--- src/rtl/column_carry_resolve_pkg.sv ---
// Shared widths and types for the column carry-resolve stage.
package column_carry_resolve_pkg;

  localparam int unsigned LIMB_W     = 17;
  localparam int unsigned NUM_LIMBS_P = 64;
  localparam int unsigned CARRY_W    = 5;

  typedef logic [LIMB_W-1:0] limb_t;
  typedef logic [LIMB_W+3:0] colsum_t;

endpackage

--- src/rtl/column_carry_resolve.sv ---
// Serial carry resolution: redundant N+4-bit column sums in, normalised N-bit limbs out,
// with one flush limb per frame holding the residual carry.
module column_carry_resolve
  import column_carry_resolve_pkg::*;
#(
  parameter int unsigned N         = LIMB_W,
  parameter int unsigned NUM_LIMBS = NUM_LIMBS_P,
  parameter int unsigned CW        = CARRY_W
) (
  input  logic         clk,
  input  logic         rst_n,
  input  logic         col_valid_in,
  output logic         col_ready_out,
  input  logic [N+3:0] col_data_in,
  input  logic         col_last_in,
  output logic         limb_valid_out,
  input  logic         limb_ready_in,
  output logic [N-1:0] limb_data_out,
  output logic         limb_last_out,
  output logic         frame_err_out
);

  localparam int unsigned TW   = N + 5;
  localparam int unsigned CNTW = (NUM_LIMBS > 1) ? $clog2(NUM_LIMBS) : 1;
  localparam logic [CNTW-1:0] CNT_MAX = CNTW'(NUM_LIMBS - 1);

  localparam logic [0:0] RUN   = 1'b0;
  localparam logic [0:0] FLUSH = 1'b1;

  logic [0:0]      state_q, state_d;
  logic [CW-1:0]   carry_q, carry_d;
  logic [CNTW-1:0] cnt_q, cnt_d;
  logic            valid_q, valid_d;
  logic [N-1:0]    data_q, data_d;
  logic            last_q, last_d;
  logic            err_q, err_d;

  logic            out_free;
  logic            accept;
  logic [TW-1:0]   sum;

  always_ff @(posedge clk or negedge rst_n) begin
    if (!rst_n) begin
      state_q <= RUN;
      carry_q <= '0;
      cnt_q   <= '0;
      valid_q <= 1'b0;
      data_q  <= '0;
      last_q  <= 1'b0;
      err_q   <= 1'b0;
    end else begin
      state_q <= state_d;
      carry_q <= carry_d;
      cnt_q   <= cnt_d;
      valid_q <= valid_d;
      data_q  <= data_d;
      last_q  <= last_d;
      err_q   <= err_d;
    end
  end

  // Ready depends only on state and downstream ready, never on col_valid_in.
  always_comb begin
    out_free      = !valid_q || limb_ready_in;
    col_ready_out = (state_q == RUN) && out_free;
    accept        = col_valid_in && col_ready_out;
    sum           = TW'(col_data_in) + TW'(carry_q);

    state_d = state_q;
    carry_d = carry_q;
    cnt_d   = cnt_q;
    valid_d = valid_q;
    data_d  = data_q;
    last_d  = last_q;
    err_d   = err_q;

    case (state_q)
      RUN: begin
        if (accept) begin
          data_d  = sum[N-1:0];
          carry_d = sum[N+CW-1:N];
          valid_d = 1'b1;
          last_d  = 1'b0;
          if (cnt_q != CNT_MAX) cnt_d = cnt_q + CNTW'(1);
          if (col_last_in) begin
            if (cnt_q != CNT_MAX) err_d = 1'b1;
            state_d = FLUSH;
          end
        end else if (out_free) begin
          valid_d = 1'b0;
        end
      end
      FLUSH: begin
        if (out_free) begin
          data_d  = N'(carry_q);
          last_d  = 1'b1;
          valid_d = 1'b1;
          carry_d = '0;
          cnt_d   = '0;
          state_d = RUN;
        end
      end
      default: state_d = RUN;
    endcase
  end

  assign limb_valid_out = valid_q;
  assign limb_data_out  = data_q;
  assign limb_last_out  = last_q;
  assign frame_err_out  = err_q;

endmodule

--- config.mk ---
export PLATFORM = sky130hd
export DESIGN_NAME = column_carry_resolve
export DESIGN_NICKNAME = d
export VERILOG_FILES = /design/src/rtl/column_carry_resolve_pkg.sv /design/src/rtl/column_carry_resolve.sv
export SDC_FILE = /design/constraint.sdc
export NUM_CORES = 1
export LEC_CHECK = 0
export CAP_MARGIN = 20
export CORE_AREA = 5 5 72 74
export CTS_CLUSTER_SIZE = 8
export DETAILED_ROUTE_END_ITERATION = 7
export DIE_AREA = 0 0 77 79
export GPL_TIMING_DRIVEN = 0
export PLACE_DENSITY_LB_ADDON = 0.3
export REMOVE_ABC_BUFFERS = 1
export SLEW_MARGIN = 20
export SYNTH_ARGS = -nofsm -noshare
export SYNTH_HDL_FRONTEND = slang
export SYNTH_SLANG_ARGS = --single-unit
--- constraint.sdc ---
create_clock -name clk -period 1.9 [get_ports clk]
set_input_delay 0.19 -clock clk [delete_from_list [all_inputs] [get_ports clk]]
set_output_delay 0.19 -clock clk [all_outputs]
set_load 0.03 [all_outputs]
======== Word level (Yosys, flattened, before mapping) ========
Index checks and enable logic that the tools add are counted.
word-level totals
  flip-flop bits (word level) ............. 32
  input bits .............................. 26
  output and inout bits ................... 21
  word-level logic and storage cells ...... 43
cells by class
  add/sub/neg operators ................... 2
  eq/ne operators ......................... 5
  multiplexer cells ....................... 20
  bitwise operators ....................... 1
  reduce and logical (&&, ||, !) cells .... 8
operator list
  operator               number
  $mux W17               2
  $pmux W17 S2           1
  $add A21 B5 Y22        1
  $mux W6                3
  $pmux W6 S2            1
  $mux W5                2
  $pmux W5 S2            1
  $mux W1                7
  $add A6 B1 Y6 const B  1
  $ne A6 B6 Y1 const B   1
  $pmux W1 S2            3
  $ne A2 B1 Y1 const B   2
  $reduce_and A2 Y1      2
  $reduce_and A4 Y1      1
  $ne A3 B3 Y1 const B   1
  $reduce_and A3 Y1      1
  $logic_and A1 B1 Y1    2
  $ne A2 B2 Y1 const B   1
  $logic_not A1 Y1       1
  $logic_or A1 B1 Y1     1
  $not A1 Y1             1

======== Logic depth before layout (Yosys ltp) ========
Gate-level depths: netlist of the first run.
  depth after elaboration ................. 6
  gate-level depth with buffers ........... 7

======== Worst setup path after synthesis of the first run ========
OpenSTA, ideal clock, no wires.
  kind .................................... reg-to-reg
  start point ............................. reg valid_q (netlist: limb_valid_out)
  end point ............................... reg last_q (netlist: limb_last_out)
  arrival time ............................ 1.770 ns
  required time ........................... 1.766 ns
  path slack .............................. -0.005 ns
  stages on the path, launching flop included .. 8
  path buffers ............................ 2
  clock period less this slack ............ 1.905 ns
  cell sequence ........................... dfrtp_1 > nor2b_1 > nor2_1 > nand2_1 > buf_2 > buf_2 > nand2_1 > nand2_1
between the ends
  cells in the longest elaborated chain, start to end .. 6
  elaborated cells on any way between the ends .. 7
  classes of those cells .................. eq/ne: 2; reduce/logical: 5
ends and longest elaborated chain
  element                             line                        RTL
  from (decl)                         column_carry_resolve.sv:33  logic valid_q, valid_d;
  from (signal assigned)              column_carry_resolve.sv:55  valid_q <= valid_d;
  $logic_not A1 Y1                    column_carry_resolve.sv:64  out_free = !valid_q || limb_ready_in;
  $logic_or A1 B1 Y1                  column_carry_resolve.sv:64
  $logic_and A1 B1 Y1                 column_carry_resolve.sv:65  col_ready_out = (state_q == RUN) && out_free;
  named net col_ready_out             column_carry_resolve.sv:13  output logic col_ready_out,
  $logic_and A1 B1 Y1                 column_carry_resolve.sv:66  accept = col_valid_in && col_ready_out;
  $ne A2 B2 Y1 (no source line)       -
  $reduce_and A2 Y1 (no source line)  -
  to (signal assigned)                column_carry_resolve.sv:57  last_q <= last_d;
  to (decl)                           column_carry_resolve.sv:35  logic last_q, last_d;
The timed path passes the listed nets, and every way through them passes these cells.
A chain may end at the register's enable or synchronous reset.

======== Worst setup path in the final report of the first run ========
  start point ............................. reg carry_q[0]
  end point ............................... reg carry_q[3]
between the ends
  cells in the longest elaborated chain, start to end .. 3
ends and longest elaborated chain
  element                 line                        RTL
  from (decl)             column_carry_resolve.sv:31  logic [CW-1:0] carry_q, carry_d;
  from (signal assigned)  column_carry_resolve.sv:53  carry_q <= carry_d;
  $add A21 B5 Y22         column_carry_resolve.sv:67  sum = TW'(col_data_in) + TW'(carry_q);
  $mux W5                 column_carry_resolve.sv:79  if (accept) begin
  $pmux W5 S2             column_carry_resolve.sv:77  case (state_q)
Every way passes these cells. The select of a mux whose other input is x is not followed.

==> run summary, run 1 <==
- **total design power** 2.38 mW
- **maximum number of pins on one net before global-route repair** 33
- **area used by multi-input combinational logic** 0.00108 mm2
- **instance area at placement** 0.00236 mm2
- **antenna cells** 0
- **min setup slack post-route** -28.4 ps
- **final net count** 288
- **transition at the pin with the smallest max-transition slack** 717 ps
- **violations in the final reports** setup timing
- **Post-Route WL** 4610 um
- **FF-to-FF setup slack** -30 ps
- **Crit path required time** 2040 ps
- **most used standard cells in the synthesized netlist** 32 x sky130_fd_sc_hd__dfrtp_1, 23 x sky130_fd_sc_hd__nand2_1, 19 x sky130_fd_sc_hd__o21ai_1
- **number of maximum-capacitance constraint violations** 0
- **via count of the first global-routing pass** 1672
- **First DRT Iteration DRCs** 74
- **Worst Path Max Fanout** 5
- **Final Hold Violating Endpoints** 0
- **die footprint** 0.00608 mm2
- **number of clock sinks seen by CTS** 32
- **io pins** 47
- **Post-Synthesis Cells** 203
- **sequential share of the synthesized area** 42.7%
- **startpoint of the lowest-slack hold path** frame_err_out
- **most frequently used cell type in the post-synthesis netlist** sky130_fd_sc_hd__dfrtp_1
- **Min-Delay Path Class** reg -> reg
- **fraction of layout cells with a size suffix above 1** 12.1%
- **post-route DRC violation count** 0
- **clock root buffer master** sky130_fd_sc_hd__clkbuf_8
- **number of cells on the critical path** 8
- **number of H-tree levels** 2
- **Crit Reg-Reg Startpoint** carry_q[0]
- **maximum clock insertion buffer count** 2
- **Unique masters post-synth** 42
- **fill count** 403
- **fraction of registers with async set or reset after synthesis** 100%
- **number of enable-type register cells in the synthesized netlist** 0
- **Setup TNS** -41.7 ps
- **clock-pin slew reported for the worst setup and hold paths after clock tree synthesis** 70 ps
- **Avg Inst Size Synth** 9.23 um2
- **WHS Endpoint** frame_err_out
- **number of antenna violations at the first check in global routing** 0
- **number of endpoints failing setup at the final stage** 2
- **GP Congestion** 0.814
- **critical path start-end classification** reg -> reg
- **outcome** complete, but fails checks
- **post-synth top area cell** sky130_fd_sc_hd__dfrtp_1
- **area share of the leading cell type in the synthesized netlist** 42.7%
- **path depth of the worst reg2reg path** 8
- **area of all sequential standard cells** 801 um2
- **cell row count** 25
- **Largest stage delay, worst path** 380 ps
- **core region area** 0.00454 mm2
- **endpoint class of the critical path** flop
- **maximum clock skew at final layout** 9.56 ps
- **Worst IR Drop VDD** 0.399 mV
- **setup repair after global routing missed its margin** yes
- **die width** 77 um
- **minimum hold slack** 464 ps
- **final worst path period share** 101%
- **minimum clock period after layout** 1930 ps
- **max-slew violation total from the final report** 0
- **cell-by-cell listing of the critical path** ha_2 -> fa_2 -> a21o_1 -> a22oi_2 -> buf_4 -> nor3_2 -> xnor2_1 -> o22ai_1
- **height of the chip** 79 um
- **top achievable clock speed** 519 MHz
- **TritonCTS clock tree** done
- **Crit path arrival time** 2070 ps
- **Clk Latency, worst-skew pair** 290 ps
- **number of synthesized register bits** 32
- **Remaining Overflow, GRT** 0
- **startpoint types** flop
- **count of synthesis-stage warnings from yosys** 0
- **cell at the slowest stage of the critical path** sky130_fd_sc_hd__dfrtp_1
- **number of vias per cell** 5.41
- **vias after detailed routing** 1676
- **PortBufs** 46
- **main area contributors after synthesis** sky130_fd_sc_hd__dfrtp_1 43%, sky130_fd_sc_hd__o21ai_1 5.1%, sky130_fd_sc_hd__xor2_1 4.7%
- **CP delay by family, top** compound AO/OA/AOI/OAI gates
- **cell leakage power** 1.05 nW
- **Pre-antenna DRT Iters** 4
- **wire length of the first global-routing pass** 7740 um
- **Crit path buffers/inverters** 1
- **All-Layer GR Usage** 15.7%
- **area of all placed cells without fillers** 0.00257 mm2
- **hold path depth** 1
- **Final ANT Viol Nets** 0
- **worst flop-to-flop path endpoint** carry_q[3]
- **Pwr Density** 926 mW/mm2
- **number of buffers created by CTS** 5
- **leading register cell type out of synthesis** sky130_fd_sc_hd__dfrtp_1
- **post-detail-place hpwl** 3220 um
- **wire per inst** 14.9 um
- **Slew HR** 52.2%
- **Post-Syn Area** 0.00187 mm2
- **initial cell density of the core** 41.3%
- **P&R area growth vs syn** 37.1%
[logic make-up after synthesis]
logic type               count (synthesis)  share of synthesized area [%]
AO/OA/AOI/OAI                           56                           18.2
XOR/XNOR                                19                           8.88
adder cells (fa/ha/maj)                  7                           5.07
buffers and inverters                   12                           2.80
flip-flops                              32                           42.7
multiplexers                             3                           1.60
AND/OR/NAND/NOR                         74                           20.7
[metal layers]
metal / up-vias / track usage, % / part of all wire (%)
li1: 841 / - / -
met4: 0 / 5.67 / 1.6
met2: 41 / 23.9 / 43
met5: - / 0 / 0
met1: 789 / 20.7 / 48
met3: 5 / 5.44 / 7.1
[registers in the layout, indices dropped and copies added, names as in the netlist]
name / cells
limb_data_out: 17
cnt_q: 6
carry_q: 5
frame_err_out: 1
limb_last_out: 1
limb_valid_out: 1
state_q: 1
[worst register-to-register path: stages (launching register included)]
cell and delay [ps]:
sky130_fd_sc_hd__dfrtp_1 380, sky130_fd_sc_hd__ha_2 190, sky130_fd_sc_hd__fa_2 340, sky130_fd_sc_hd__a21o_1 210
sky130_fd_sc_hd__a22oi_2 240, sky130_fd_sc_hd__buf_4 170, sky130_fd_sc_hd__nor3_2 30, sky130_fd_sc_hd__xnor2_1 150
sky130_fd_sc_hd__o22ai_1 90
[how the worst max path moves through the flow]
stage,startpoint,endpoint,slack [ps]
6_report,carry_q[0],carry_q[3],-30
5_1_grt,carry_q[0],carry_q[3],-130
4_1_cts,carry_q[0],limb_data_out[10],-80
3_5_place_dp,limb_ready_in,carry_q[3],-520
3_3_place_gp,limb_ready_in,limb_data_out[3],-500
2_1_floorplan,limb_valid_out,carry_q[2],-360
[area by class of cell]
| class | count | area share (%) |
|---|---|---|
| Sequential cell | 32 | 31.2 |
| Timing Repair Buffer | 54 | 20.1 |
| Multi-Input combinational cell | 159 | 42.2 |
| Inverter | 3 | 0.438 |
| Clock buffer | 8 | 3.51 |
| Tap cell | 54 | 2.63 |
[cell usage in the layout (no fill, tap or decap), types with 2 or more instances in the layout]
cell                              count
sky130_fd_sc_hd__a21oi_1              6
sky130_fd_sc_hd__clkdlybuf4s50_1     44
sky130_fd_sc_hd__nand2_1             22
sky130_fd_sc_hd__inv_1                3
sky130_fd_sc_hd__dfrtp_1             32
sky130_fd_sc_hd__ha_1                 4
sky130_fd_sc_hd__nand3_1             15
sky130_fd_sc_hd__o21bai_1             2
sky130_fd_sc_hd__buf_4                7
sky130_fd_sc_hd__xnor2_1              9
sky130_fd_sc_hd__nand4_1              2
sky130_fd_sc_hd__nor2_2               2
sky130_fd_sc_hd__nor2_1              10
sky130_fd_sc_hd__o21ai_0             10
sky130_fd_sc_hd__clkbuf_8             6
sky130_fd_sc_hd__clkbuf_1             2
sky130_fd_sc_hd__nor3_2               2
sky130_fd_sc_hd__and3_1               5
sky130_fd_sc_hd__and4_1               5
sky130_fd_sc_hd__o211ai_1             5
sky130_fd_sc_hd__mux2i_1              3
sky130_fd_sc_hd__ha_2                 2
sky130_fd_sc_hd__xor2_1              10
sky130_fd_sc_hd__a21o_1               2
sky130_fd_sc_hd__o21ai_1             18
[per-stage QoR]
| stage | utilization, % | setup WS, ps | std cells |
|---|---|---|---|
| 2_1_floorplan | - | -364 | 194 |
| 3_3_place_gp | 52.1 | -495 | 294 |
| 3_5_place_dp | 51.9 | -523 | 294 |
| 4_1_cts | 55.2 | -80.2 | 305 |
| 5_1_grt | 56.7 | -131 | 310 |
| 6_report | 56.7 | -28.4 | 310 |
[power breakdown]
| part | leakage, nW | internal, mW | switching [mW] |
|---|---|---|---|
| combinational | 0.600 | 0.393 | 0.489 |
| sequential | 0.402 | 0.831 | 0.131 |
| clock | 0.0455 | 0.295 | 0.241 |
| total | 1.05 | 1.52 | 0.861 |
[timing repair]
item / in CTS / in global routing
setup endpoints to repair: 25 / 15
hold buffers: 1 / 0
resized for setup: 10 / 6
endpoints found under the hold margin: 32 / 0
pin swaps: 4 / 6
setup buffers: 2 / 5
Power figures use the tool's default switching activity.
==> inputs of run 2 (changes only) <==
- CORE_AREA: 5 5 72 74 -> 5 5 66 68
- DIE_AREA: 0 0 77 79 -> 0 0 71 73
- clock period: 1.9 -> 2.5 ns (I/O delays scaled with it)
==> run 2 against run 1 <==
Compared with the run above: core utilization up 7.7 points; cell count down 3.9%; clock power down 24%; sequential share of layout area up 1.6 points; non-clock buffer count down 8; design area down 4.9%; the run now ends clean; critical path depth down 4; die area down 15%; via count down 2.9%.
==> run summary, run 2 (synthesis results as in run 1) <==
- **fraction of power spent switching nets** 36.3%, +0.14 points
- **path depth of the worst reg2reg path** 4, -4
- **critical path's most frequent cell** sky130_fd_sc_hd__clkdlybuf4s50_1
- **Post-Route WL** 4350 um, -5.5%
- **Clk Latency, worst-skew pair** 280 ps, about the same
- **initial cell density of the core** 49.3%, +8.0 points
- **minimum clock period after layout** 2320 ps
- **Post CTS Setup Buffer Count** 0, -2
- **height of the chip** 73 um, -7.6%
- **transition at the pin with the smallest max-transition slack** 913 ps, +196 ps
- **top achievable clock speed** 431 MHz
- **worst flop-to-flop path endpoint** limb_data_out[3]
- **Slew HR** 39.0%, -13 points
- **Crit path buffers/inverters** 2, +1
- **endpoint class of the critical path** primary output
- **critical path start-end classification** in -> out
- **Crit path required time** 2250 ps, +210 ps
- **antenna cells** 0, unchanged
- **PortBufs** 46, unchanged
- **Remaining Overflow, GRT** 0, unchanged
- **GP Congestion** 0.782, -3.9%
- **Crit Reg-Reg Startpoint** limb_valid_out
- **Worst Path Max Fanout** 12, +7
- **part of the total power dissipated in sequential elements** 40.9%, +0.5 points
- **most frequent cells in the layout** 45 x sky130_fd_sc_hd__clkdlybuf4s50_1, 32 x sky130_fd_sc_hd__dfrtp_1, 23 x sky130_fd_sc_hd__nand2_1
- **final net count** 280, -2.8%
- **combinational power share** 36.1%, -1.0 points
- **P&R area growth vs syn** 30.4%
- **CP delay by family, top** buffers and inverters
- **wire per inst** 14.6 um, -1.7%
- **cell-by-cell listing of the critical path** clkdlybuf4s50_1 -> nor2b_1 -> nor2_1 -> clkdlybuf4s50_1
- **vias after detailed routing** 1627, -2.9%
- **number of antenna violations at the first check in global routing** 0, unchanged
- **number of clock sinks seen by CTS** 32, unchanged
- **number of flip-flops in the largest register** 17, unchanged
- **Crit path arrival time** 2070 ps, about the same
- **via count of the first global-routing pass** 1621, -3.1%
- **Largest stage delay, worst path** 640 ps, +260 ps
- **wire length of the first global-routing pass** 7260 um, -6.2%
- **area of all placed cells without fillers** 0.00244 mm2, -4.9%
- **clock-pin slew reported for the worst setup and hold paths after clock tree synthesis** 60 ps, about the same
- **TritonCTS clock tree** done
- **Worst IR Drop VDD** 0.439 mV, +10%
- **number of H-tree levels** 2, unchanged
- **All-Layer GR Usage** 18.2%, +2.4 points
- **First DRT Iteration DRCs** 84, +14%
- **setup repair after global routing missed its margin** no
- **number of endpoints failing setup at the final stage** 0, -2
- **core region area** 0.00380 mm2, -16%
- **internal power contribution** 1.13 mW, -26%
- **final worst path period share** 92.9%
- **minimum hold slack** 12.8 ps, -451 ps
- **Pre-antenna DRT Iters** 4, unchanged
- **Final Hold Violating Endpoints** 0, unchanged
- **clock root buffer master** sky130_fd_sc_hd__clkbuf_8
- **outcome** finished clean
- **die footprint** 0.00518 mm2, -15%
- **startpoint types** primary input
- **origin of the worst setup path** limb_ready_in
- **FF-to-FF setup slack** 270 ps, +300 ps
- **post-route DRC violation count** 0, unchanged
- **Setup TNS** 0 ps, +41.7 ps
- **max-slew violation total from the final report** 0, unchanged
- **cell at the slowest stage of the critical path** sky130_fd_sc_hd__clkdlybuf4s50_1
- **cell row count** 23, -8.0%
- **fraction of layout cells with a size suffix above 1** 6.05%, -6.1 points
- **die width** 71 um, -7.8%
- **Min-Delay Path Class** in -> async
- **number of buffers created by CTS** 5, unchanged
- **NetSw** 0.644 mW, -25%
- **maximum clock insertion buffer count** 2, unchanged
- **io pins** 47, unchanged
- **number of maximum-capacitance constraint violations** 0, unchanged
- **fill count** 355, -12%
- **Final ANT Viol Nets** 0, unchanged
- **maximum clock skew at final layout** 3.33 ps, -6.23 ps
- **maximum number of pins on one net before global-route repair** 33, unchanged
- **instance area at placement** 0.00235 mm2, -0.21%
- **most frequent standard cell in the layout excluding fill and tap cells** sky130_fd_sc_hd__clkdlybuf4s50_1
- **Pwr Density** 725 mW/mm2, -22%
- **Clock Power Share** 22.9%, +0.4 points
- **cell leakage power** 1.01 nW, -4.0%
- **post-detail-place hpwl** 3240 um, +0.63%
- **count of cells resized by post-cts repair** 0, -10
- **quantity of hold-fixing buffers added after cts** 0, -1
- **number of vias per cell** 5.46, +0.99%
[run 2: worst max path at each step]
stage / end / depth (start not counted)
after floorplan: carry_q[2] / 5
after global placement: limb_data_out[3] / 5
after detailed placement: limb_data_out[3] / 5
after CTS: col_ready_out / 3
after global routing: limb_data_out[12] / 5
final: col_ready_out / 4
[run 2: per-layer routing]
metal	up-vias	wire length, um	GRT usage [%]
li1	821	-	-
met1	757	1770	21.0
met2	43	2220	31.1
met3	6	294	5.79
met4	0	70	7.72
met5	-	0	0
[run 2: power by group through the flow]
| stage | logic [mW] | clock network [mW] | registers [mW] |
|---|---|---|---|
| 3_5_place_dp | 0.643 | 0 | 0.735 |
| 5_1_grt | 0.698 | 0.448 | 0.743 |
| 6_report | 0.640 | 0.406 | 0.725 |
| 4_1_cts | 0.647 | 0.421 | 0.726 |
| 3_3_place_gp | 0.632 | 0 | 0.731 |
| 2_1_floorplan | 0.244 | 0 | 0.858 |
[run 2: through the flow]
step / instances / worst slack [ps] / utilization, % / power (mW)
after detailed placement: 290 / 1.07 / 61.9 / 1.38
after floorplan: 194 / 236 / - / 1.10
final: 298 / 178 / 64.3 / 1.77
after global routing: 298 / 19.6 / 64.3 / 1.89
after CTS: 298 / 167 / 64.3 / 1.79
after global placement: 290 / -0.734 / 62.0 / 1.36
[run 2: area by class of cell]
cell class	count	area, um2	area share, %
clock buffers	6	82.6	3.38
flip-flops and latches	32	801	32.8
well taps	50	62.6	2.56
repair buffers	46	455	18.6
multi-input cells	159	1020	41.8
inverters	3	11.3	0.461
clock inverters	2	10.0	0.410
==> inputs of run 3 (changes only) <==
- CTS_CLUSTER_SIZE: 8 -> default
==> results of run 3 <==
Same layout as run 2: the final DEF is identical, and so are final timing and power.
